### config.mk
export PLATFORM = sky130hd
export DESIGN_NAME = adjacency_builder_flat
export DESIGN_NICKNAME = d
export VERILOG_FILES = /design/src/rtl/adjb_pkg.sv /design/src/rtl/adjacency_builder_if.sv /design/src/rtl/adjb_edge_check.sv /design/src/rtl/adjacency_builder.sv /design/src/flat_wrapper.sv
export SDC_FILE = /design/constraint.sdc
export NUM_CORES = 1
export LEC_CHECK = 0
export BUFFER_PORTS_ARGS = -buffer_cell sky130_fd_sc_hd__clkbuf_2
export CORE_AREA = 2 2 65 67
export CTS_BUF_LIST = sky130_fd_sc_hd__clkbuf_2 sky130_fd_sc_hd__clkbuf_4 sky130_fd_sc_hd__clkbuf_8
export DETAILED_ROUTE_END_ITERATION = 8
export DIE_AREA = 0 0 67 69
export PLACE_DENSITY = 0.87
export SETUP_SLACK_MARGIN = 0.05
export SLEW_MARGIN = 30
export SYNTH_ARGS = -nofsm -noshare
export SYNTH_HDL_FRONTEND = slang
export SYNTH_SLANG_ARGS = --single-unit
### constraint.sdc
create_clock -name clk -period 2.85 [get_ports clk]
set_input_delay 0.57 -clock clk [delete_from_list [all_inputs] [get_ports clk]]
set_output_delay 0.57 -clock clk [all_outputs]
set_load 0.02 [all_outputs]
### src/rtl/adjb_pkg.sv
// Shared types and sizing for the adjacency matrix builder.
// Optional feature macro: ADJB_SYMMETRIC_EN (mirror every edge into [v][u]).
package adjb_pkg;

  localparam int unsigned N_VERT_DEF    = 5;
  localparam int unsigned MAX_EDGES_DEF = 10;

  // Vertex index width; at least one bit even for a single-vertex graph.
  function automatic int unsigned vidx_w(input int unsigned n_vert);
    return (n_vert > 1) ? $clog2(n_vert) : 1;
  endfunction

  // Edge counter width, wide enough to hold max_edges itself.
  function automatic int unsigned cnt_w(input int unsigned max_edges);
    return $clog2(max_edges + 1);
  endfunction

  localparam int unsigned VIDX_W_DEF = vidx_w(N_VERT_DEF);
  localparam int unsigned CNT_W_DEF  = cnt_w(MAX_EDGES_DEF);

  typedef enum logic [1:0] {
    IDLE  = 2'd0,
    CLEAR = 2'd1,
    LOAD  = 2'd2,
    DONE  = 2'd3
  } adjb_state_e;

endpackage

### src/rtl/adjacency_builder_if.sv
// Edge stream handshake: source drives an edge, builder returns ready.
interface adjacency_builder_if
  import adjb_pkg::*;
#(
  parameter int unsigned VIDX_W = VIDX_W_DEF
);

  logic              edge_valid;
  logic              edge_ready;
  logic [VIDX_W-1:0] edge_u;
  logic [VIDX_W-1:0] edge_v;
  logic              edge_last;

  modport master (
    output edge_valid, edge_u, edge_v, edge_last,
    input  edge_ready
  );

  modport slave (
    input  edge_valid, edge_u, edge_v, edge_last,
    output edge_ready
  );

endinterface

### src/rtl/adjb_edge_check.sv
// Classifies an incoming edge against the current matrix: validity,
// linear bit positions of [u][v] and its mirror, and whether [u][v] is set.
module adjb_edge_check
  import adjb_pkg::*;
#(
  parameter  int unsigned N_VERT = N_VERT_DEF,
  parameter  int unsigned VIDX_W = VIDX_W_DEF,
  localparam int unsigned NN     = N_VERT * N_VERT,
  localparam int unsigned IDX_W  = $clog2(NN)
) (
  input  logic [VIDX_W-1:0] edge_u,
  input  logic [VIDX_W-1:0] edge_v,
  input  logic [NN-1:0]     flat_array,
  output logic              is_valid_c,
  output logic [IDX_W-1:0]  bit_idx_c,
  output logic [IDX_W-1:0]  mir_idx_c,
  output logic              is_duplicate_c
);

  // Self-loops and out-of-range vertices are rejected; indices are only
  // meaningful when the edge is valid.
  always_comb begin
    is_valid_c     = (edge_u != edge_v) &&
                     (32'(edge_u) < N_VERT) &&
                     (32'(edge_v) < N_VERT);
    bit_idx_c      = IDX_W'(32'(edge_u) * N_VERT + 32'(edge_v));
    mir_idx_c      = IDX_W'(32'(edge_v) * N_VERT + 32'(edge_u));
    is_duplicate_c = is_valid_c && flat_array[bit_idx_c];
  end

endmodule

### src/rtl/adjacency_builder.sv
// Builds the flattened N_VERT x N_VERT adjacency matrix from a stream of
// edges. Optional macro ADJB_SYMMETRIC_EN: each edge also sets its mirror bit.
module adjacency_builder
  import adjb_pkg::*;
#(
  parameter int unsigned N_VERT    = N_VERT_DEF,
  parameter int unsigned MAX_EDGES = MAX_EDGES_DEF,
  parameter int unsigned VIDX_W    = vidx_w(N_VERT),
  parameter int unsigned CNT_W     = cnt_w(MAX_EDGES)
) (
  input  logic                       clk,
  input  logic                       rst_n,
  input  logic                       start,
  adjacency_builder_if.slave         bus,
  output logic [N_VERT*N_VERT-1:0]   flatArray,
  output logic [CNT_W-1:0]           edge_count,
  output logic                       done,
  output logic                       err
);

  localparam int unsigned NN    = N_VERT * N_VERT;
  localparam int unsigned IDX_W = $clog2(NN);

  adjb_state_e      state;
  logic             ready_q;
  logic             accept_c;
  logic             is_valid_c;
  logic             is_duplicate_c;
  logic [IDX_W-1:0] bit_idx_c;
  logic [IDX_W-1:0] mir_idx_c;
  logic [NN-1:0]    set_mask_c;
  logic             fills_c;
  logic             finish_c;

  assign bus.edge_ready = ready_q;

  adjb_edge_check #(
    .N_VERT (N_VERT),
    .VIDX_W (VIDX_W)
  ) u_edge_check (
    .edge_u         (bus.edge_u),
    .edge_v         (bus.edge_v),
    .flat_array     (flatArray),
    .is_valid_c     (is_valid_c),
    .bit_idx_c      (bit_idx_c),
    .mir_idx_c      (mir_idx_c),
    .is_duplicate_c (is_duplicate_c)
  );

  // Bits to OR into the matrix for the current edge.
`ifdef ADJB_SYMMETRIC_EN
  assign set_mask_c = (NN'(1) << bit_idx_c) | (NN'(1) << mir_idx_c);
`else
  logic unused_mir_c;
  assign unused_mir_c = ^mir_idx_c;
  assign set_mask_c   = NN'(1) << bit_idx_c;
`endif

  // Accept decode and load termination: explicit last, or capacity reached.
  always_comb begin
    accept_c = bus.edge_valid && ready_q;
    fills_c  = is_valid_c && !is_duplicate_c &&
               (edge_count == CNT_W'(MAX_EDGES - 1));
    finish_c = bus.edge_last || fills_c;
  end

  // Control FSM with matrix, counter and flags; clearing happens on entry to
  // CLEAR so the matrix already reads zero during that cycle.
  always_ff @(posedge clk or negedge rst_n) begin
    if (!rst_n) begin
      state      <= IDLE;
      ready_q    <= 1'b0;
      flatArray  <= '0;
      edge_count <= '0;
      done       <= 1'b0;
      err        <= 1'b0;
    end else begin
      case (state)
        IDLE: begin
          if (start) begin
            state      <= CLEAR;
            flatArray  <= '0;
            edge_count <= '0;
            err        <= 1'b0;
            done       <= 1'b0;
          end
        end
        CLEAR: begin
          state   <= LOAD;
          ready_q <= 1'b1;
        end
        LOAD: begin
          if (start) begin
            state      <= CLEAR;
            ready_q    <= 1'b0;
            flatArray  <= '0;
            edge_count <= '0;
            err        <= 1'b0;
            done       <= 1'b0;
          end else if (accept_c) begin
            if (!is_valid_c) begin
              err <= 1'b1;
            end else begin
              flatArray <= flatArray | set_mask_c;
              if (!is_duplicate_c) begin
                edge_count <= edge_count + CNT_W'(1);
              end
            end
            if (finish_c) begin
              state   <= DONE;
              ready_q <= 1'b0;
              done    <= 1'b1;
            end
          end
        end
        DONE: begin
          if (start) begin
            state      <= CLEAR;
            flatArray  <= '0;
            edge_count <= '0;
            err        <= 1'b0;
            done       <= 1'b0;
          end
        end
        default: begin
          state   <= IDLE;
          ready_q <= 1'b0;
        end
      endcase
    end
  end

endmodule

### src/flat_wrapper.sv
// flat-port wrapper written by rule: the top's interface ports become plain ports
module adjacency_builder_flat import adjb_pkg::*;
#(
  parameter int unsigned N_VERT    = N_VERT_DEF,
  parameter int unsigned MAX_EDGES = MAX_EDGES_DEF,
  parameter int unsigned VIDX_W    = vidx_w(N_VERT),
  parameter int unsigned CNT_W     = cnt_w(MAX_EDGES)
)
  (clk, rst_n, start, flatArray, edge_count, done, err, bus_edge_valid, bus_edge_u, bus_edge_v, bus_edge_last, bus_edge_ready);
  adjacency_builder_if #(.VIDX_W(VIDX_W)) bus_i ();
  input  logic clk;
  input  logic rst_n;
  input  logic start;
  output logic [N_VERT*N_VERT-1:0] flatArray;
  output logic [CNT_W-1:0] edge_count;
  output logic done;
  output logic err;
  input wire logic [$bits(bus_i.edge_valid)-1:0] bus_edge_valid;
  input wire logic [$bits(bus_i.edge_u)-1:0] bus_edge_u;
  input wire logic [$bits(bus_i.edge_v)-1:0] bus_edge_v;
  input wire logic [$bits(bus_i.edge_last)-1:0] bus_edge_last;
  output wire logic [$bits(bus_i.edge_ready)-1:0] bus_edge_ready;
  assign bus_i.edge_valid = bus_edge_valid;
  assign bus_i.edge_u = bus_edge_u;
  assign bus_i.edge_v = bus_edge_v;
  assign bus_i.edge_last = bus_edge_last;
  assign bus_edge_ready = bus_i.edge_ready;
  adjacency_builder #(.N_VERT(N_VERT), .MAX_EDGES(MAX_EDGES), .VIDX_W(VIDX_W), .CNT_W(CNT_W)) u_core (.clk(clk), .rst_n(rst_n), .start(start), .bus(bus_i), .flatArray(flatArray), .edge_count(edge_count), .done(done), .err(err));
endmodule
-- Word-level counts from Yosys, hierarchy flattened
Cells that the tools add are included.
- bits in registers: 34
- ROM bits: 0
- memory bits (writable): 0
- word-level logic and storage cells: 74
- memories kept: 0
- bits of input ports: 11
- output and inout port bits: 32
- bits in latches: 0
- shift operators: 1
- muxes and demuxes: 31
- multiply operators: 1
- $add $sub $neg: 2
- magnitude comparators: 3
- reductions and logical operators: 18
- bitwise gates (word level): 1
- div/mod/pow operators: 0
- equality and inequality tests: 11
- operator list (kind ; count):
    2-to-1 mux 25 bit ; 4
    one-hot mux 25 bit (2 select lines) ; 1
    bitwise OR 25 bit ; 1
    left shift 1 x 5 -> 25 bit, first input constant ; 1
    2-to-1 mux 4 bit ; 5
    AND reduction 4 bit ; 3
    2-to-1 mux 1 bit ; 11
    inequality test 3 x 2 -> 1 bit, second input constant ; 3
    2-to-1 mux 2 bit ; 4
    one-hot mux 4 bit (2 select lines) ; 1
    logical AND 1 bit ; 6
    < comparator 3 bit, second input constant ; 2
    < comparator 5 x 6 -> 1 bit, second input constant ; 1
    inequality test 3 bit, second input constant ; 2
    one-hot mux 1 bit (2 select lines) ; 3
    one-hot mux 2 bit (3 select lines) ; 1
    AND reduction 3 bit ; 2
    adder 5 x 3 -> 5 bit ; 1
    binary-select mux 1 bit (select 5 bit) ; 1
    multiplier 3 x 3 -> 5 bit, second input constant ; 1
    AND reduction 5 bit ; 1
    adder 4 x 1 -> 4 bit, second input constant ; 1
    equality test 2 bit, second input constant ; 2
    equality test 4 bit, second input constant ; 1
    other kinds (8) ; 9

-- Depth between registers and ports, before layout
- depth after elaboration: 13
- mapped depth: 12
- gate-level depth less buffers: 10

-- Modules after synthesis
From an unflattened synthesis, not the netlist that was laid out.
- cells, all modules: 228
- area, all modules: 2248.4 sq um
- by module, submodules not included (module ; cells each ; area each (sq um) ; times used ; sequential area each (sq um)):
    adjacency_builder ; 170 ; 1666.6 ; 1 ; 850.8
    adjb_edge_check ; 58 ; 581.8 ; 1 ; 0.0

-- Least setup slack after synthesis
Ideal clock, no wire load.
- kind: input port to flip-flop
- start: in bus_edge_u[0]
- end: reg u_core.edge_count[0]
- arrival time: 3.198 ns
- path slack: -0.475 ns
- setup time: 0.128 ns
- required time: 2.722 ns
- path buffers: 0
- cell stages on the path: 10
- path through: ha_1 > ha_1 > inv_1 > fa_1 > xnor2_1 > and3_1 > a21boi_0 > a32o_2 > o21ai_2 > mux2_1
- cells in the longest elaborated chain, start to end: 7
- elaborated cells on any way between the ends: 12
- those cells by class: add/sub (1); mul (1); order compare (1); eq/ne (3); mux (2); reduce/logical (4)
- ends and longest elaborated chain (item ; RTL line ; RTL):
    from (decl) ; flat_wrapper.sv:19 ; input wire logic [$bits(bus_i.edge_u)-1:0] bus_edge_u;
    multiplier 3 x 3 -> 5 bit ; adjb_edge_check.sv:26 ; bit_idx_c = IDX_W'(32'(edge_u) * N_VERT + 32'(edge_v));
    adder 5 x 3 -> 5 bit ; adjb_edge_check.sv:26 ;
    binary-select mux 1 bit (select 5 bit) ; adjb_edge_check.sv:28 ; is_duplicate_c = is_valid_c && flat_array[bit_idx_c];
    2-to-1 mux 1 bit (implied by the code) ; adjb_edge_check.sv:28 ;
    logical AND 1 bit ; adjb_edge_check.sv:28 ;
    inequality test 3 bit (no source line) ; -- ;
    AND reduction 5 bit (no source line) (*) ; -- ;
    to (signal assigned) ; adjacency_builder.sv:106 ; edge_count <= edge_count + CNT_W'(1);
    to (decl) ; adjacency_builder.sv:16 ; output logic [CNT_W-1:0] edge_count,
Every way passes the cells marked *; elsewhere a longest branch is shown, timed or not. The select of a mux whose other input is x is not followed.
A chain may end at the register's enable or synchronous reset.

-- Final worst setup path
- start: in bus_edge_u[2]
- end: reg u_core.edge_count[0]
Same word-level chain as after synthesis.

==> results.cfg <==
[outcome]
status = finished, violations left
failed_checks = setup timing

[placed_design]
dpl.hpwl_um = 3820
io_buffers = 42
gp_congestion = 0.919
placed_cells = 313
placed_area_sq_um = 2490

[setup_path]
path_cells = buf_8 > ha_4 > ha_4 > inv_2 > fa_2 > mux2i_1 > a221oi_2 > a22oi_2 > a32o_2 > o21ai_4 > mux2_4
cp_max_fo = 3
cp-start-kind = input port
path_class = in -> reg
slowest_delay_ps = 570
slowest_stage = fa_2
crit_top_cell = ha_4
arrival_ps = 3120
crit_path_end_kind = flip-flop
required_ps = 3020

[timing]
worstMarginPinSlew_ps = 786
final_hold_viol_count = 0
timing.hold.ws_ps = 360
period_share_pct = 104
maxSlewViolCount = 0
max_freq_ghz = 0.339
finClkSkew_ps = 2.51
rsz0062_at_grt = yes
finalCriticalPeriod_ps = 2950
maxSlewHeadroom_pct = 47.6
setup_slack_ps = -102
setup_tns_ps = -233
finalSetupViolations = 3

[synth]
syn_inst = 208
synth.largest_area_cell = dfrtp_1
yosys.area.top_type_share_pct = 41.4
synthTopCellsByCount = dfrtp_1 (34), nor2_1 (34), a21oi_1 (32)
synthArstFlopShare_pct = 100
yosys_warnings = 0
synth_area_per_cell_sq_um = 9.88
synth_edf_count = 0
synth.distinct_cells = 51
syn-num-nets = 232
ys_seq_elements = 34
ys.flop_type = dfrtp_1
syn_area_sq_um = 2060
yosysSeqAreaShare_pct = 41.4
synth.area.top_cells = dfrtp_1 (41%), a21oi_1 (7.8%), ha_1 (7.3%), nor2_1 (6.2%), mux4_1 (5.1%)

[die]
dieArea_sq_um = 4620
coreArea_sq_um = 3910
die_x_um = 67
die_h_um = 69
ios = 43
initial_utilization_pct = 52.5
num_rows = 23

[layout]
area_delta_synth_final_pct = 33.0
final_area_sq_um = 2740
nFillCells = 290
regArea_sq_um = 851
finalNonFillerCells = 322
diodes = 0
final_nets = 296
layout-drive-gt1-share_pct = 40.1
multiInputGateArea_sq_um = 1240

[cts]
cts.htree.levels = 2
cts_tree = yes
cts_sinks = 34
cts_root_buffer = clkbuf_8
clk_pin_slew_worst_paths_ps = 70
cts_buffers = 5
ctsHoldBuffers = 0
clockBufferDepth = 2
clock_latency_ps = 290

[pwr]
p_sw_mw = 0.838
ir_drop_mv = 0.372
power_frac_comb_pct = 47.1
power.share.clock_pct = 21.5
power_density_nw_per_um2 = 768
switching_share_pct = 39.9
power.leakage_nw = 1.35
p_int_mw = 1.26
power_frac_seq_pct = 31.3

[global_route]
grt_pass1_wl_um = 8710
grt_max_degree = 35
grt_overflow = 0
grt_pass1_vias = 1806
antenna_found_initial = 0
track_usage_pct = 24.8

[drt]
routed_wl_um = 5740
final_antenna_net_count = 0
avgRoutedWirePerCell_um = 17.8
drc = 0
avgViaCountPerCell = 6.06
vias = 1950
drt_iter0_drc = 107
dr.pass1.iters = 4

[worst_hold_path]
hold_class = in -> async

[flow_run]
maxCapViolations = 0
## cell families (layout without fill, tap and decap cells)
logic type / after synthesis / count (layout) / synth area share (%)
xor gates and xnor gates: 4 / 4 / 1.70
DFF: 34 / 34 / 41.4
muxes: 13 / 13 / 9.68
and+or+nand+nor: 70 / 70 / 16.7
AOI/OAI and AO/OA: 53 / 53 / 17.0
adders and majority gates: 13 / 13 / 8.28
buffers and inverters: 21 / 85 / 5.23
## routing by layer
| layer | routed length, um | vias up | GRT usage [%] |
|---|---|---|---|
| li1 | - | 876 | - |
| met1 | 2390 | 945 | 36.8 |
| met2 | 2730 | 106 | 36.6 |
| met3 | 419 | 23 | 4.40 |
| met4 | 192 | 0 | 8.39 |
| met5 | 0 | - | 0 |
## registers in the layout, summed over array words and instances, names as in the netlist
register	flops
u_core.done	1
u_core.edge_count	4
u_core.err	1
u_core.flatArray	25
u_core.state	2
u_core.bus.edge_ready	1
## power groups by stage
stage	combinational [mW]	clock [mW]	sequential, mW
floorplan	0.513	0	0.728
global placement	0.845	0	0.652
detailed placement	0.878	0	0.659
CTS	0.919	0.455	0.654
global route	1.06	0.474	0.667
finish	0.990	0.452	0.658
## layout make-up
type,instances,share of cell area [%]
Multi-Input combinational cell,153,45.2
Sequential cell,34,31.1
Timing Repair Buffer,70,16.2
Clock buffer,6,3.02
Tap cell,50,2.29
Clock inverter,1,1.10
Inverter,8,1.10
## cells in the final DEF (no fill, tap or decap), drive strengths merged, types with 2 or more instances in the layout
master | Yosys | final
nor2 | 34 | 34
and3 | 2 | 2
dfrtp | 34 | 34
mux4 | 4 | 4
a22oi | 2 | 2
nor4b | 2 | 2
nand2 | 8 | 8
mux2i | 6 | 6
nor3 | 4 | 4
mux2 | 3 | 3
or2 | 3 | 3
clkbuf | 9 | 46
a21oi | 32 | 32
nor4 | 3 | 3
nor2b | 4 | 4
inv | 8 | 8
a21boi | 2 | 2
a31oi | 2 | 2
buf | 4 | 30
nor3b | 2 | 2
ha | 12 | 12
xor2 | 3 | 3
and2 | 2 | 2
o21ai | 4 | 4
## final timing paths
kind,start,endpoint,slack (ps),cells after the start
worst max-delay path,bus_edge_u[2],u_core.edge_count[0],-100,11
worst min-delay path,rst_n,u_core.flatArray[21],360,1
worst max register to register,u_core.state[0],u_core.flatArray[19],420,10
worst min register to register,u_core.err,u_core.err,520,2
max in group asynchronous,rst_n,u_core.flatArray[24],1990,1
min in group clk,u_core.err,u_core.err,520,2
## what timing repair did
action | 4_1_cts | 5_1_grt
setup buffers | 1 | 1
endpoints found under the setup margin | 8 | 24
hold endpoints to repair | 0 | 0
gates cloned | 0 | 0
pin swaps | 6 | 9
resized for setup | 10 | 16
## per-stage QoR
| stage | worst slack (ps) | utilization [%] | total power, mW |
|---|---|---|---|
| after floorplan | -168 | - | 1.24 |
| after global placement | -352 | 63.7 | 1.50 |
| after detailed placement | -443 | 63.7 | 1.54 |
| after CTS | -126 | 67.9 | 2.03 |
| after global routing | -175 | 69.9 | 2.20 |
| final | -102 | 69.9 | 2.10 |
## critical path: cells and delay by family
kind | cells | cell delay [ps]
adder cells (fa/ha/maj) | 3 | 1070
AO/OA/AOI/OAI | 4 | 900
buffers and inverters | 2 | 130
multiplexers | 2 | 430
(Power assumes the default switching activity.)
